$ cat config.mk
export PLATFORM = sky130hd
export DESIGN_NAME = link_intf
export DESIGN_NICKNAME = d
export VERILOG_FILES = /design/src/rtl/link_intf.sv
export SDC_FILE = /design/constraint.sdc
export NUM_CORES = 1
export LEC_CHECK = 0
export ABC_AREA = 1
export CAP_MARGIN = 25
export CORE_MARGIN = 2
export CORE_UTILIZATION = 48
export DETAILED_ROUTE_END_ITERATION = 12
export PLACE_DENSITY_LB_ADDON = 0.3
export SYNTH_ARGS = -nofsm -noshare
export SYNTH_HDL_FRONTEND = slang
export SYNTH_SLANG_ARGS = --single-unit
export TNS_END_PERCENT = 20
$ cat constraint.sdc
create_clock -name clk -period 1.42 [get_ports clk]
set_input_delay 0.284 -clock clk [delete_from_list [all_inputs] [get_ports clk]]
set_output_delay 0.284 -clock clk [all_outputs]
set_load 0.02 [all_outputs]
$ cat src/rtl/link_intf.sv
// link_intf: two-phase dual-rail link interface (transmitter + receiver).
//   clk, rst_n            : system clock, async active-low reset
//   tx_data/tx_valid      : word offered for transmission
//   tx_ready              : transmitter idle (no word awaiting acknowledge)
//   out_rail0/out_rail1   : outgoing dual-rail link (toggle = symbol)
//   out_ack               : acknowledge from the remote receiver (async)
//   in_rail0/in_rail1     : incoming dual-rail link (async)
//   in_ack                : acknowledge to the remote sender
//   rx_data/rx_valid/rx_ready : received word handshake
//   err                   : sticky protocol error
module link_intf #(
  parameter int LINK_WIDTH = 2
) (
  input  logic                  clk,
  input  logic                  rst_n,
  input  logic [LINK_WIDTH-1:0] tx_data,
  input  logic                  tx_valid,
  output logic                  tx_ready,
  output logic [LINK_WIDTH-1:0] out_rail0,
  output logic [LINK_WIDTH-1:0] out_rail1,
  input  logic                  out_ack,
  input  logic [LINK_WIDTH-1:0] in_rail0,
  input  logic [LINK_WIDTH-1:0] in_rail1,
  output logic                  in_ack,
  output logic [LINK_WIDTH-1:0] rx_data,
  output logic                  rx_valid,
  input  logic                  rx_ready,
  output logic                  err
);

  logic [LINK_WIDTH-1:0] r_s0_m, r_s0, r_s1_m, r_s1;
  logic [LINK_WIDTH-1:0] r_ref0, r_ref1;
  logic                  r_ack_m, r_ack_s, r_ack_d;
  logic [LINK_WIDTH-1:0] r_rail0, r_rail1, r_rx_data;
  logic                  r_in_ack, r_rx_valid, r_err, r_phase;

  logic [LINK_WIDTH-1:0] w_ch0, w_ch1;
  logic                  w_complete, w_bad, w_ack_spur, w_tx_ready;

  // A rail has "changed" when its synchronized level differs from the level
  // captured when the previous word was acknowledged.
  assign w_ch0      = r_s0 ^ r_ref0;
  assign w_ch1      = r_s1 ^ r_ref1;
  assign w_bad      = |(w_ch0 & w_ch1);
  assign w_complete = (&(w_ch0 ^ w_ch1)) && !w_bad;

  // Transmitter is idle once the synchronized ack has caught up with phase.
  assign w_tx_ready = (r_ack_s == r_phase);
  // An ack edge arriving while the previous ack level already matched the
  // phase means no word was outstanding: a spurious acknowledge.
  assign w_ack_spur = (r_ack_s != r_ack_d) && (r_ack_d == r_phase);

  always_ff @(posedge clk or negedge rst_n) begin
    if (!rst_n) begin
      r_s0_m     <= '0;
      r_s0       <= '0;
      r_s1_m     <= '0;
      r_s1       <= '0;
      r_ref0     <= '0;
      r_ref1     <= '0;
      r_ack_m    <= 1'b0;
      r_ack_s    <= 1'b0;
      r_ack_d    <= 1'b0;
      r_rail0    <= '0;
      r_rail1    <= '0;
      r_rx_data  <= '0;
      r_in_ack   <= 1'b0;
      r_rx_valid <= 1'b0;
      r_err      <= 1'b0;
      r_phase    <= 1'b0;
    end else begin
      r_s0_m  <= in_rail0;
      r_s0    <= r_s0_m;
      r_s1_m  <= in_rail1;
      r_s1    <= r_s1_m;
      r_ack_m <= out_ack;
      r_ack_s <= r_ack_m;
      r_ack_d <= r_ack_s;

      if (w_bad || w_ack_spur) r_err <= 1'b1;

      // Receiver: consume first, otherwise capture a complete word.
      if (r_rx_valid && rx_ready) begin
        r_in_ack   <= ~r_in_ack;
        r_ref0     <= r_s0;
        r_ref1     <= r_s1;
        r_rx_valid <= 1'b0;
      end else if (!r_rx_valid && w_complete && !r_err) begin
        r_rx_data  <= w_ch1;
        r_rx_valid <= 1'b1;
      end

      // Transmitter: one toggle per bit on the rail matching the data value.
      if (tx_valid && w_tx_ready) begin
        r_rail1 <= r_rail1 ^ tx_data;
        r_rail0 <= r_rail0 ^ ~tx_data;
        r_phase <= ~r_phase;
      end
    end
  end

  assign tx_ready  = w_tx_ready;
  assign out_rail0 = r_rail0;
  assign out_rail1 = r_rail1;
  assign in_ack    = r_in_ack;
  assign rx_data   = r_rx_data;
  assign rx_valid  = r_rx_valid;
  assign err       = r_err;

endmodule

Yosys cells after proc, flatten, opt, wreduce, memory -nomap -nowiden

Cells that the tools add are included.
Widths: inputs -> output; s select.

Input port bits: 11
Output and inout bits: 10
Register bits: 25
Logic and storage cells: 45

Reductions and logical operators: 14
Eq/ne operators: 3
Bitwise operators: 10
Mux-type cells: 2

Operators with widths:

| cell              | count |
|---|---|
| $xor 2x2->2       | 5 |
| $logic_and 1x1->1 | 6 |
| $reduce_and 2->1  | 2 |
| $logic_not 1->1   | 3 |
| $not 1->1         | 3 |
| $and 2x2->2       | 1 |
| $eq 1x1->1        | 2 |
| $mux 1            | 2 |
| $not 2->2         | 1 |
| $reduce_bool 2->1 | 1 |
| $reduce_or 2->1   | 1 |
| $logic_or 1x1->1  | 1 |
| $ne 1x1->1        | 1 |

Logic depth before layout (Yosys ltp)

Gate-level depths: netlist of the first run.

Depth in word-level cells: 9
Depth in mapped cells: 10
Mapped depth without buffers: 10

Worst setup path before layout of the first run

OpenSTA, ideal clock, no wires.

Path kind: reg2reg
From: reg r_ref0[1]
To: reg r_rx_data[0] (netlist: rx_data[0])
Slack: 0.148 ns
Clock period less this slack: 1.272 ns
Setup time: 0.117 ns
Cell stages (with the launch flop): 8
Data required time: 1.303 ns
Path buffers: 0
Arrival time: 1.155 ns
Cell sequence: dfrtp_1 -> xor2_1 -> ha_1 -> nand2_1 -> nor2_1 -> nand2_1 -> nand2_1 -> nand2_1

Word-level cells in the longest chain between the ends: 8
Elaborated cells on any way between the ends: 10
Classes of those cells: bitwise (3); reduce/logical (7)

RTL lines:

| item                                  | RTL line | text |
|---|---|---|
| start, declared                       | 32       | `logic [LINK_WIDTH-1:0] r_ref0, r_ref1;` |
| start signal, assigned                | 85       | `r_ref0 <= r_s0;` |
| $xor 2x2->2 (*)                       | 42       | `assign w_ch0 = r_s0 ^ r_ref0;` |
| $and 2x2->2                           | 44       | `assign w_bad = \|(w_ch0 & w_ch1);` |
| $reduce_or 2->1                       | 44       |  |
| $logic_not 1->1                       | 45       | `assign w_complete = (&(w_ch0 ^ w_ch1)) && !w_bad;` |
| $logic_and 1x1->1 (*)                 | 45       |  |
| $logic_and 1x1->1 (*) (2 in a row)    | 88       | `end else if (!r_rx_valid && w_complete && !r_err) begin` |
| $reduce_and 2->1 (no source line) (*) | n/a      |  |
| end signal, assigned                  | 89       | `r_rx_data <= w_ch1;` |
| end, declared                         | 34       | `logic [LINK_WIDTH-1:0] r_rail0, r_rail1, r_rx_data;` |

Every way passes the cells marked *; elsewhere a longest branch is shown, timed or not.
A chain may end at the register's enable or synchronous reset.

Final worst setup path of the first run

From: reg r_ack_s
To: out tx_ready

Word-level cells in the longest chain between the ends: 1

RTL lines:

| item                   | RTL line | text |
|---|---|---|
| start, declared        | 33       | `logic r_ack_m, r_ack_s, r_ack_d;` |
| start signal, assigned | 77       | `r_ack_s <= r_ack_m;` |
| $eq 1x1->1             | 48       | `assign w_tx_ready = (r_ack_s == r_phase);` |
| end, declared          | 18       | `output logic tx_ready,` |

No other way between the ends.

==> run summary, run 1 <==
DR vias = 755
Yosys warns = 0
Mean Syn Cell Area = 9.44 um2
Sequential share of the synthesized area = 62.5%
Slew Limit Fails = 0
Unique cell type count in the Yosys netlist = 12
Final setup violation count = 0
Total global routing track utilization = 16.5%
Synthesized area = 1000 um2
Clock Tree Buf Depth = 2
Max-slew headroom = 79.8%
Overall power = 0.00159 W
Endpoints failing hold = 0
CTS H-Tree Depth = 1
Area Growth Syn to Fin = 29.8%
RSZ-0062 raised after global routing = true
Num rows = 16
Synth Net Count = 119
Arr. time, crit path = 1.08 ns
PwrDens = 1220 nW/um2
Antenna violations before repair = 0
M1 GR Usage = 20.6%
Startpoint types = flop
Worst-skew pair later-pin latency = 0.31 ns
Drt pass-1 iters = 4
Port bufs = 20
Fin crit share = 96.3%
Critical path's top delay family = flip-flops
DRC = 0
Setup crit end kind = output pin
Leak = 0.689 nW
Cts bufs inserted = 3
Worst reg2reg path endpoint = rx_data[1]
R2R depth = 7
Vias in the first global route = 768
TritonCTS clock tree = yes
Crit path setup slack, layout = 0.0522 ns
Max-cap violation count = 0
Die Width = 49.7 um
Status = complete, no violations
DR iter-0 viols = 10
Top Ports = 21
Worst hold-check path type = in -> async
Most used routing layer = met2
Commonest cells after routing, fill and taps aside = nand2_1 (42), dfrtp_1 (25), inv_1 (15)
Share of cells above drive strength 1 = 10.4%
Reg-to-reg setup timing slack = 0.09 ns
Final nets = 149
Die area = 2470 um2
Clock Pin Slew Worst Setup and Hold Paths = 0.12 ns
Leading cell type in the layout, fill and taps excluded = nand2_1
Buffers & Inverters on Critical Path = 1
Post-Synthesis Cells = 106
Routability cong. = 0.774
Routed WL = 1700 um
Die Y = 49.7 um
Clock Sinks = 25
Core area = 1960 um2
Total grt overflow = 0
Yosys reg bits = 25
Met2 Resource Use GR = 28.9%
Antenna violation net count after detailed routing = 0
CTS Hold Bufs = 0
GR Layer Usage met3 = 3.03%
First-pass GRT wire length = 3140 um
Peak supply drop = 0.919 mV
Worst clock skew = 0.00243 ns
Dpl ws = -0.0804 ns
Routed len/inst = 10.5 um
Setup CP Type = reg -> out
Largest net degree at the start of global routing = 26
Final min period = 1.37 ns
Via density = 4.66
Initial Util = 51.0%
Worst-path cell chain = xnor2_2, buf_4
FMAX = 0.731 GHz
Hpwl dp = 1280 um
Crit Path Max Fanout = 4
Clock root buffer = clkbuf_4
Critical R2R Launch = r_ref0[1]
Least-Margin Pin Slew = 0.303 ns
Final Hold Slack = 0.308 ns
N_diodes = 0
Slowest library cell on the worst path = dfrtp_1
Post-Route Utilization = 66.2%
Crit-path max cell delay = 0.46 ns
Worst path required time = 1.14 ns
==> what timing repair did <==
action	in CTS	in global routing
setup buffers	0	0
setup endpoints to repair	10	5
gates cloned	0	0
pin swaps	0	1
gates resized for setup	14	5
==> layout make-up <==
| class | count | area, um2 |
|---|---|---|
| fill | 172 | 663 |
| sequential | 25 | 626 |
| multi-input combinational | 66 | 332 |
| timing repair buffer | 25 | 225 |
| inverter | 15 | 56.3 |
| tap | 27 | 33.8 |
| clock buffer | 4 | 26.3 |
==> synth_stat cells <==
library cell  instances  area share [%]
nor2_1                2            0.75
ha_1                  2             2.5
xor2_1                2             1.8
nand3_1               9             4.5
nand3_2               1             1.0
o21ai_0               4             2.0
inv_1                15             5.6
xnor2_1               1            0.88
xnor2_2               1             1.6
nand2_1              43              16
dfrtp_1              25              63
o211ai_1              1            0.75
==> worst reg2reg max path: cells and delay by family, from the launching register on <==
family        cells  cell delay, ns
xor+xnor          1            0.17
fa+ha+maj         1            0.27
flops             1            0.41
simple gates      5            0.38
==> how the worst max path moves through the flow <==
stage	start	end	slack (ns)	cells past startpoint
2_1_floorplan	r_ref0[1]	rx_data[0]	0.15	7
3_3_place_gp	r_ack_s	tx_ready	-0.07	2
3_5_place_dp	r_ack_s	tx_ready	-0.08	2
4_1_cts	r_ack_s	tx_ready	0.009	2
5_1_grt	r_ack_s	tx_ready	-0.03	2
6_report	r_ack_s	tx_ready	0.05	2
==> cells by family (layout without fill, tap and decap cells) <==
logic type      count (synthesis)  in the layout  share of synthesized area, %
simple gates                   55             55                          22.4
fa+ha+maj                       2              2                          2.50
buf+inv                        15             44                          5.62
flops                          25             25                          62.5
compound gates                  5              5                          2.75
xor+xnor                        4              4                          4.25
==> power breakdown <==
part / leakage [nW] / total (W) / internal, W / switching, W
Sequential: 0.305 / 0.000868 / 0.000800 / 0.0000673
Clock: 0.0150 / 0.000303 / 0.000110 / 0.000193
Combinational: 0.370 / 0.000418 / 0.000178 / 0.000240
Total: 0.689 / 0.00159 / 0.00109 / 0.000501
==> metal layers <==
metal | up-vias | wire [um]
met5 | - | 0
met4 | 0 | 10
met3 | 2 | 85
met2 | 20 | 847
met1 | 354 | 760
li1 | 379 | -
==> per-stage QoR <==
stage / cells / instance area (um2) / TNS [ns]
3_3_place_gp: 158 / 1270 / -0.0678
4_1_cts: 162 / 1280 / 0
3_5_place_dp: 158 / 1270 / -0.0804
6_report: 162 / 1300 / 0
2_1_floorplan: 106 / 1000 / 0
5_1_grt: 162 / 1300 / -0.0328
Power figures use the tool's default switching activity.
==> run 2: changes to the inputs <==
--- a/config.mk
+++ b/config.mk
@@ -10,3 +10,3 @@
 export CORE_MARGIN = 2
-export CORE_UTILIZATION = 48
+export CORE_UTILIZATION = 30
 export DETAILED_ROUTE_END_ITERATION = 12
--- a/constraint.sdc
+++ b/constraint.sdc
@@ -3,2 +3,2 @@
 set_output_delay 0.284 -clock clk [all_outputs]
-set_load 0.02 [all_outputs]
+set_load 0.05 [all_outputs]
==> run 2 against run 1 <==
Against the previous run: the run now ends with setup timing left; non-clock buffer count rose by 2; wire length rose by 4.2%; critical path depth did not move; cell count up 12%; sequential cell count unchanged; combinational power is 72% higher; hold slack got worse by 0.0012 ns; first-iteration DRC count grew 60%; setup slack got worse by 0.088 ns; clock-buffer cell count is 1 lower; core utilization is 19 points lower; register-to-register slack is essentially flat; largest power group unchanged.
==> run summary, run 2 (synthesis gave the netlist of run 1 again) <==
Max-slew headroom = 78.2% (-1.6 points)
Status = finished, violations left
Antenna violation net count after detailed routing = 0 (unchanged)
Int Power = 0.00125 W (+15%)
R2R depth = 7 (unchanged)
Least-Margin Pin Slew = 0.327 ns (+0.0242 ns)
RSZ-0062 raised after global routing = true
TritonCTS clock tree = yes
Via density = 4.09 (-12%)
P_sw = 0.000686 W (+37%)
Port bufs = 20 (unchanged)
Vias in the first global route = 719 (-6.4%)
Hpwl dp = 1340 um (+4.4%)
Routed WL = 1770 um (+4.2%)
Sw Share = 35.4% (+3.9 points)
Total global routing track utilization = 10.7% (-5.8 points)
Clock root buffer = clkbuf_4
Sequential share of power = 46.5% (-8.1 points)
Worst hold-check path type = in -> async
Leak = 0.728 nW (+5.7%)
Fin Setup TNS = -0.0354 ns (-0.0354 ns)
Area Growth Syn to Fin = 47.0%
Drt pass-1 iters = 4 (unchanged)
Initial Util = 32.3% (-19 points)
Filler Cell Count = 293 (+70%)
First-pass GRT wire length = 2980 um (-5.1%)
Commonest cells after routing, fill and taps aside = nand2_1 (41), dfrtp_1 (24), inv_1 (15)
N_diodes = 0 (unchanged)
Final min period = 1.46 ns (+0.0876 ns)
FMAX = 0.687 GHz (-6.0%)
Cts bufs inserted = 3 (unchanged)
Die Width = 61.8 um (+24%)
Die area = 3810 um2 (+55%)
Worst path required time = 1.14 ns (about the same)
Die Y = 61.8 um (+24%)
Top Ports = 21 (unchanged)
Crit path setup slack, layout = -0.0354 ns (-0.0876 ns)
Crit Path Max Fanout = 3 (-1)
Startpoint types = flop
Violations in the final reports = setup timing
Setup crit end kind = output pin
Worst clock skew = 0.0137 ns (+0.0113 ns)
Clock Tree Buf Depth = 2 (unchanged)
Share of cells above drive strength 1 = 20.4% (+10 points)
CTS H-Tree Depth = 1 (unchanged)
Antenna violations before repair = 0 (unchanged)
Setup CP Type = reg -> out
Max-cap violation count = 0 (unchanged)
Largest net degree at the start of global routing = 26 (unchanged)
Final Hold Slack = 0.307 ns (-0.00115 ns)
Part of the power in combinational logic = 37.2% (+11 points)
DR iter-0 viols = 16 (+6)
Fin crit share = 102% (+6.2 points)
Core area = 3100 um2 (+58%)
DRC = 0 (unchanged)
Endpoints failing hold = 0 (unchanged)
Final setup violation count = 1 (+1)
PwrDens = 1320 nW/um2 (+7.7%)
Routed len/inst = 9.80 um (-6.8%)
Arr. time, crit path = 1.17 ns (+0.09 ns)
Clock Pin Slew Worst Setup and Hold Paths = 0.14 ns (+0.02 ns)
Peak supply drop = 0.561 mV (-39%)
Final nets = 151 (+1.3%)
Slew Limit Fails = 0 (unchanged)
DR vias = 741 (-1.9%)
Leading cell type in the layout, fill and taps excluded = nand2_1
Clk pwr share = 16.4% (-2.7 points)
Worst-skew pair later-pin latency = 0.32 ns (about the same)
Total grt overflow = 0 (unchanged)
Routability cong. = 0.749 (-3.3%)
Clock Sinks = 25 (unchanged)
Num rows = 20 (+4)
## run 2: power by group through the flow
stage | clock network, W | registers [W] | logic (W)
floorplan | 0 | 0.00105 | 0.000187
global placement | 0 | 0.000907 | 0.000660
detailed placement | 0 | 0.000915 | 0.000674
CTS | 0.000332 | 0.000899 | 0.000688
global route | 0.000358 | 0.000914 | 0.000779
finish | 0.000317 | 0.000901 | 0.000720
## run 2: layout make-up
| class | count | area, um2 | area share, % |
|---|---|---|---|
| clock buffers | 3 | 22.5 | 1.53 |
| clock inverters | 1 | 7.51 | 0.510 |
| inverters | 15 | 56.3 | 3.83 |
| multi-input cells | 66 | 350 | 23.8 |
| flip-flops and latches | 25 | 627 | 42.6 |
| well taps | 44 | 55.1 | 3.74 |
| repair buffers | 27 | 353 | 24.0 |
## run 2: timing repair
item,4_1_cts,5_1_grt
hold endpoints to repair,0,0
pin swaps,1,1
hold buffers,0,0
resized for setup,1,7
setup buffers,2,2
endpoints found under the setup margin,2,4
## run 2: metrics by stage
step	area, um2	setup slack (ns)	total power [W]	util (%)	instances
finish	1470	-0.0354	0.00194	47.4	181
floorplan	1000	0.119	0.00124	-	106
CTS	1430	-0.0559	0.00192	46.0	179
detailed placement	1380	0.0107	0.00159	44.4	173
global route	1470	-0.0855	0.00205	47.4	181
global placement	1380	0.0751	0.00157	44.4	173
## run 2: layer usage
metal  wire [um]  GRT usage (%)  share of wire [%]
met1         805           13.3                 45
met2         905           18.0                 51
met3          43           1.86                2.4
met4          20           5.47                1.1
met5           0              0                  0
## run 2: worst max-delay path, cell delays in order, from the launching register on
cell and delay [ns]:
dfrtp_2 0.48, xnor2_4 0.22, buf_12 0.16
## run 2: worst paths after layout
path,slack [ns],from,to
worst max-delay path,-0.04,r_ack_s,tx_ready
worst min-delay path,0.31,rst_n,rx_data[0]
worst max register to register,0.10,r_s0[1],rx_data[1]
worst min register to register,0.37,r_s1_m[0],r_s1[0]
max in group asynchronous,0.86,rst_n,r_ack_s
min in group clk,0.37,r_s1_m[0],r_s1[0]
